## src/rtl/fifo_pin_host.sv

```systemverilog
// Purpose: host-side driver for the 6-bit FIFO tile's 8-pin interface; generates the tile clock, arbitrates write/read requests onto pins.
// Latency: one command per tile period (2*CLK_DIV clk); read response registered 2*CLK_DIV clk edges after the read handshake edge.
// Backpressure: wr_ready/rd_ready pulse only in the decision cycle (last high-phase cycle) for the granted, eligible channel; others must hold.
//
// Ports:
//   clk, reset           host clock, synchronous active-high reset
//   pin_out[7:0]         to tile: [0] tile clk, [1] mode, [7:2] write data or {peek, pop, reset_n}
//   pin_in[7:0]          from tile: [0] ready, [1] empty_n, [7:2] data
//   wr_valid/wr_data/wr_ready                write request channel
//   rd_valid/rd_pop/rd_peek/rd_ready         read request channel (rd_peek ignored on pop)
//   rsp_valid/rsp_data                       one-cycle read response strobe, data held until next response
//   init_done, tile_ready, tile_empty_n      status (tile flags sampled each decision cycle)
// CLK_DIV must be >= 1 and INIT_CYCLES >= 1.
module fifo_pin_host #(
    parameter int CLK_DIV     = 2,
    parameter int INIT_CYCLES = 4
) (
    input  logic       clk,
    input  logic       reset,
    output logic [7:0] pin_out,
    input  logic [7:0] pin_in,
    input  logic       wr_valid,
    input  logic [5:0] wr_data,
    output logic       wr_ready,
    input  logic       rd_valid,
    input  logic       rd_pop,
    input  logic [1:0] rd_peek,
    output logic       rd_ready,
    output logic       rsp_valid,
    output logic [5:0] rsp_data,
    output logic       init_done,
    output logic       tile_ready,
    output logic       tile_empty_n
);

    localparam int PERIOD = 2 * CLK_DIV;
    localparam int PW     = $clog2(PERIOD);
    localparam int IW     = (INIT_CYCLES > 1) ? $clog2(INIT_CYCLES) : 1;

    localparam logic [PW-1:0] PH_LAST  = PW'(PERIOD - 1);
    localparam logic [PW-1:0] PH_HIGH  = PW'(CLK_DIV);
    localparam logic [IW-1:0] INIT_END = IW'(INIT_CYCLES - 1);

    // pin_out[7:1] images: idle keeps the tile out of reset with no pop/peek
    localparam logic [6:0] PINS_RESET = 7'b000_0000;
    localparam logic [6:0] PINS_IDLE  = 7'b000_0010;

    typedef enum logic {
        ST_INIT,
        ST_RUN
    } state_t;

    state_t        state;
    logic [PW-1:0] phase;
    logic [IW-1:0] init_cnt;
    logic          tclk;
    logic [6:0]    pins;
    logic          ptr_rd;    // 1: read wins the next dual-eligible decision
    logic          rd_pend;   // current tile period carries a READ command

    logic          decide;
    logic [PW-1:0] phase_nxt;
    logic          wr_elig;
    logic          rd_elig;
    logic          grant_wr;
    logic          grant_rd;

    assign decide    = (phase == PH_LAST);
    assign phase_nxt = decide ? '0 : phase + PW'(1);

    // Eligibility looks at the live tile flags: the decision cycle is the
    // sample point, the registered copies only become visible afterwards.
    assign wr_elig  = wr_valid & init_done & pin_in[0];
    assign rd_elig  = rd_valid & init_done & (~rd_pop | pin_in[1]);
    assign grant_rd = rd_elig & (~wr_elig | ptr_rd);
    assign grant_wr = wr_elig & (~rd_elig | ~ptr_rd);

    assign wr_ready = decide & grant_wr;
    assign rd_ready = decide & grant_rd;

    assign pin_out = {pins, tclk};

    always_ff @(posedge clk) begin
        if (reset) begin
            state        <= ST_INIT;
            phase        <= '0;
            init_cnt     <= '0;
            tclk         <= 1'b0;
            pins         <= PINS_RESET;
            ptr_rd       <= 1'b1;
            rd_pend      <= 1'b0;
            rsp_valid    <= 1'b0;
            rsp_data     <= '0;
            init_done    <= 1'b0;
            tile_ready   <= 1'b0;
            tile_empty_n <= 1'b0;
        end else begin
            phase     <= phase_nxt;
            // Registered so the tile clock pin is glitch-free and aligned
            // with the command pins that change on the same edge.
            tclk      <= (phase_nxt >= PH_HIGH);
            rsp_valid <= 1'b0;

            // Command pins only move on the edge ending the decision cycle,
            // which is the high->low tile-clock transition.
            if (decide) begin
                tile_ready   <= pin_in[0];
                tile_empty_n <= pin_in[1];
                rd_pend      <= 1'b0;

                if (rd_pend) begin
                    rsp_valid <= 1'b1;
                    rsp_data  <= pin_in[7:2];
                end

                case (state)
                    ST_INIT: begin
                        if (init_cnt == INIT_END) begin
                            state     <= ST_RUN;
                            init_done <= 1'b1;
                            pins      <= PINS_IDLE;
                        end else begin
                            init_cnt <= init_cnt + IW'(1);
                        end
                    end
                    ST_RUN: begin
                        if (wr_elig && rd_elig) begin
                            ptr_rd <= ~ptr_rd;
                        end
                        if (grant_wr) begin
                            pins <= {wr_data, 1'b1};
                        end else if (grant_rd) begin
                            pins    <= {2'b00, (rd_pop ? 2'b00 : rd_peek), rd_pop, 1'b1, 1'b0};
                            rd_pend <= 1'b1;
                        end else begin
                            pins <= PINS_IDLE;
                        end
                    end
                endcase
            end
        end
    end

endmodule

```

## config.mk

```make
export PLATFORM = sky130hd
export DESIGN_NAME = fifo_pin_host
export DESIGN_NICKNAME = d
export VERILOG_FILES = /design/src/rtl/fifo_pin_host.sv
export SDC_FILE = /design/constraint.sdc
export NUM_CORES = 1
export LEC_CHECK = 0
export ABC_CLOCK_PERIOD_IN_PS = 1800
export BUFFER_PORTS_ARGS = -buffer_cell sky130_fd_sc_hd__buf_4
export CORE_ASPECT_RATIO = 1.1
export CORE_MARGIN = 2
export CORE_UTILIZATION = 46
export DETAILED_ROUTE_END_ITERATION = 8
export PLACE_DENSITY = 0.78
export SLEW_MARGIN = 20
export SYNTH_ARGS = -nofsm -noshare
export SYNTH_HDL_FRONTEND = slang
export SYNTH_SLANG_ARGS = --single-unit
```

## constraint.sdc

```tcl
create_clock -name clk -period 1.8 [get_ports clk]
set_clock_uncertainty 0.15 [all_clocks]
set_input_delay 0.18 -clock clk [delete_from_list [all_inputs] [get_ports clk]]
set_output_delay 0.18 -clock clk [all_outputs]
set_load 0.02 [all_outputs]
```

== After elaboration in Yosys (flattened, before gate mapping) ==
Index checks and enable logic that the tools add are counted.

* Register bits: 25
* Word-level logic and storage cells: 55
* Output and inout port bits: 20
* Input bits: 21

* Bitwise logic cells: 18
* Magnitude comparators: 1
* Add/sub/neg operators: 2
* Multiplexer cells: 12
* Eq/ne operators: 3
* Reductions and logical operators: 7

{| class="wikitable"
|+ Operator list
! cell !! number
|-
| 7-bit two-way mux || 2
|-
| 7-bit one-hot mux with 2 select lines || 1
|-
| 3-bit AND reduction || 3
|-
| 1-bit AND || 8
|-
| 1-bit NOT || 7
|-
| 1-bit two-way mux || 6
|-
| 5-bit two-way mux || 1
|-
| 2-bit by 1-bit adder with 2-bit output (second input constant) || 2
|-
| 2-bit == test (second input constant) || 2
|-
| 2-bit two-way mux || 2
|-
| 2-bit AND reduction || 2
|-
| 1-bit OR || 3
|-
| 2-bit >= comparator (second input constant) || 1
|-
| 2-bit != test (second input constant) || 1
|-
| 2-bit OR reduction || 1
|-
| 1-bit logical AND || 1
|}

== Logic depth before layout (Yosys ltp) ==
* Depth after elaboration: 8
* Gate-level depth with buffers: 6
* Depth with buffers taken out: 5

== Worst setup path after synthesis ==
Ideal clock, no wire load.

* Path kind: reg-to-output
* Start: register phase[0]
* End: output port rd_ready
* Path buffers: 1
* Arrival: 1418 ps
* Setup slack: 52 ps
* Required time: 1470 ps
* Cell stages (with the launch flop): 5
* Path through: dfxtp_1 -> ha_1 -> buf_4 -> inv_2 -> nor4b_1

* Cells in the longest elaborated chain, start to end: 2

{| class="wikitable"
|+ RTL lines
! what !! line !! text
|-
| start: declaration || 54 || <nowiki>logic [PW-1:0] phase;</nowiki>
|-
| start signal: assignment || 98 || <nowiki>phase <= phase_nxt;</nowiki>
|-
| 2-bit == test || 68 || <nowiki>assign decide = (phase == PH_LAST);</nowiki>
|-
| 1-bit AND || 79 || <nowiki>assign rd_ready = decide & grant_rd;</nowiki>
|-
| end: declaration || 28 || <nowiki>output logic rd_ready,</nowiki>
|}

No other way between the ends.

== Final worst setup path ==
Ends and elaborated chain as after synthesis.

==> results_dict.tcl <==
set metrics [dict create \
    die_h_um 52.25 \
    post_drt_wl_per_cell_um 13.61 \
    final.setup.tns_ns 0 \
    leakage_uw 0.0006242 \
    netlist_top_cells_area "dfxtp_1 (49%), nor2_1 (5.4%), a21oi_1 (4.1%)" \
    rows 17 \
    wirelength_um 2559 \
    worstPathCellList "ha_4 -> inv_2 -> nor4b_2 -> buf_4" \
    yosysTopAreaCell "dfxtp_1" \
    multi_input_area_um2 484.2 \
    clk_path_buf_depth 2 \
    syn2layout_area_growth_pct 57.84 \
    fmax_mhz 574.0 \
    slew_viol_final 0 \
    fin_nets 184 \
    whs_ns 0.02830 \
    root_buffer "clkbuf_4" \
    grt_pass1_vias 890 \
    cp-start-kind "flop" \
    final-setup-viol-count 0 \
    status "finished clean" \
    hold_depth 3 \
    synth_cell_types 30 \
    grt_pass1_wl_um 3753 \
    firstDrtPassIters 4 \
    clk_latency_ns 0.31 \
    maxCapViolCount 0 \
    cp_top_family "flip-flops" \
    worst_pin_slew_ns 0.3666 \
    grt_max_degree 26 \
    antennaDiodeCount 0 \
    numCtsBuffers 3 \
    drt_iter0_markers 25 \
    critical_path_buf_inv_count 2 \
    drc_errors 0 \
    crit_arrival_ns 1.41 \
    ir_worst_vdd_v 0.0007430 \
    placement.io_buffers 40 \
    hold_violations 0 \
    synth_top_cell_area_share 0.4936 \
    dp_hpwl_um 1735 \
    route.met3.wl_um 166 \
    ant_nets 0 \
    grt_usage 0.2133 \
    crit_type "reg2out" \
    initial_core_util 0.4869 \
    coreArea_mm2 0.001999 \
    slew_headroom 0.7537 \
    final.period_utilization 0.9678 \
    drive_above_1_share 0.3750 \
    cp-end-kind "primary output" \
    viasPerCell 5.021 \
    post_synth_inst_count 105 \
    top_signal_layer_used "met4" \
    htreeDepth 1 \
    fin_crit_ns 1.742 \
    hp-class "in2reg" \
    yosys_warnings 0 \
    cpPeakStageDelay_ns 0.38 \
    regArea_um2 484.2 \
    num_vias 944 \
    syn_area_per_cell_um2 9.271 \
    syn_area_um2 973.4 \
    cts_tree "built" \
    seq_area_frac_synth 0.4936 \
    antenna_found_initial 0 \
    wl_met2_um 1284 \
    cp.required_ns 1.47 \
    critPathSlowestCell "dfxtp_2" \
    met1_length_um 1090 \
    rsz0062_at_grt "false" \
    gr-total-overflow 0 \
    r2r_cells 5 \
    dieWidth_um 47.86 \
    clock_sinks 24 \
    dieArea_mm2 0.002500 \
    powerDensity_mw_per_mm2 691.3 \
    layout_setup_ws_ns 0.05796 \
    fill_cells 157 \
    gp_congestion 0.7548 \
    synth-seq-cells 24 \
    place_ws_ns 0.05084 \
    worstPathMaxFanout 7 \
    worst-path-stages 4 \
    cts.clk_slew.worst_paths_ns 0.13 \
    synth_fp_nets 128 \
    post_cts_buffers 0 \
    pin_count 41 \
]
## final cells by class
type,instances,share of cell area
Clock inverter,1,0.01954
Timing Repair Buffer,58,0.3078
Clock buffer,3,0.01466
Multi-Input combinational cell,72,0.3151
Inverter,2,0.004886
Tap cell,28,0.02280
Sequential cell,24,0.3151
## metrics by stage
stage	instance area, µm²	total power (µW)	utilization	cells
finish	1536	1062	0.7685	188
global route	1536	1106	0.7685	188
CTS	1519	1065	0.7597	188
detailed placement	1297	654.1	0.6489	169
global placement	1297	650.3	0.6489	169
floorplan	973.4	604.7	-	105
## state kept, by name, indices dropped and copies added, names as in the netlist
name,cells
tclk,1
phase,1
rd_pend,1
rsp_data,6
tile_ready,1
init_done,1
pins,7
ptr_rd,1
state,1
init_cnt,2
tile_empty_n,1
rsp_valid,1
## timing repair
action                     in CTS  in global routing
resized for setup               3                  6
hold endpoints to repair       13                  0
hold buffers                   15                  0
setup endpoints to repair       1                  2
## power breakdown
part / leakage [µW] / internal, µW / switching, µW
sequential: 0.000195 / 542 / 7.99
clock: 0.0000279 / 225 / 159
combinational: 0.000401 / 75.9 / 52.3
## metal layers
metal	global-route usage	vias to the layer above
li1	-	470
met1	0.2446	440
met2	0.3778	32
met3	0.03448	2
met4	0.08108	0
met5	0	-
## Yosys cell counts
| master | instances |
|---|---|
| and2_1 | 3 |
| nor3b_2 | 1 |
| a2bb2oi_1 | 1 |
| a31oi_1 | 2 |
| nor4b_1 | 1 |
| a22o_1 | 2 |
| nand2_2 | 1 |
| clkbuf_1 | 5 |
| ha_1 | 2 |
| o21ai_0 | 1 |
| o21a_1 | 2 |
| dfxtp_1 | 24 |
| mux2i_1 | 4 |
| buf_4 | 2 |
| inv_2 | 1 |
| nor3_1 | 2 |
| nand3_1 | 8 |
| nand2_1 | 8 |
| nand2b_1 | 2 |
| nor2b_1 | 2 |
| inv_1 | 1 |
| o31ai_1 | 1 |
| a21oi_1 | 8 |
| nor2_1 | 14 |
| or3b_4 | 1 |
| a22oi_1 | 1 |
| xnor2_1 | 1 |
| a221o_1 | 2 |
| nor3b_1 | 1 |
| nor4_4 | 1 |
## cells in the final DEF, fill, tap and decap left out, drive strengths merged, types with 3 or more instances in the layout
cell type,synthesis,final
clkbuf,5,3
nand3,8,8
nand2,9,9
a21oi,8,8
and2,3,3
buf,2,43
nor2,14,14
mux2i,4,4
dfxtp,24,24
dlygate4sd3,0,15
## tightest hold or removal path, stage by stage
cell and delay, ns:
buf_4 0.13, o21ai_0 0.08, o31ai_1 0.07
## final timing paths
| check | start | to | slack (ns) |
|---|---|---|---|
| hold / removal | rd_pop | pins[2]$_SDFFE_PP0P_ | 0.03 |
| setup reg to reg | phase[0]$_SDFF_PP0_ | ptr_rd$_SDFFE_PP1P_ | 0.15 |
| hold reg to reg | phase[0]$_SDFF_PP0_ | phase[0]$_SDFF_PP0_ | 0.31 |
| setup / recovery | phase[0]$_SDFF_PP0_ | rd_ready | 0.06 |
## logic make-up (layout without fill, tap and decap cells)
family / count (synthesis) / in the layout / share of synthesized area
xor+xnor: 1 / 1 / 0.008999
flops: 24 / 24 / 0.4936
simple gates: 45 / 45 / 0.2506
fa+ha+maj: 2 / 2 / 0.02570
buf+inv: 9 / 64 / 0.04241
compound gates: 20 / 20 / 0.1375
mux: 4 / 4 / 0.04113
(Power assumes the default switching activity.)
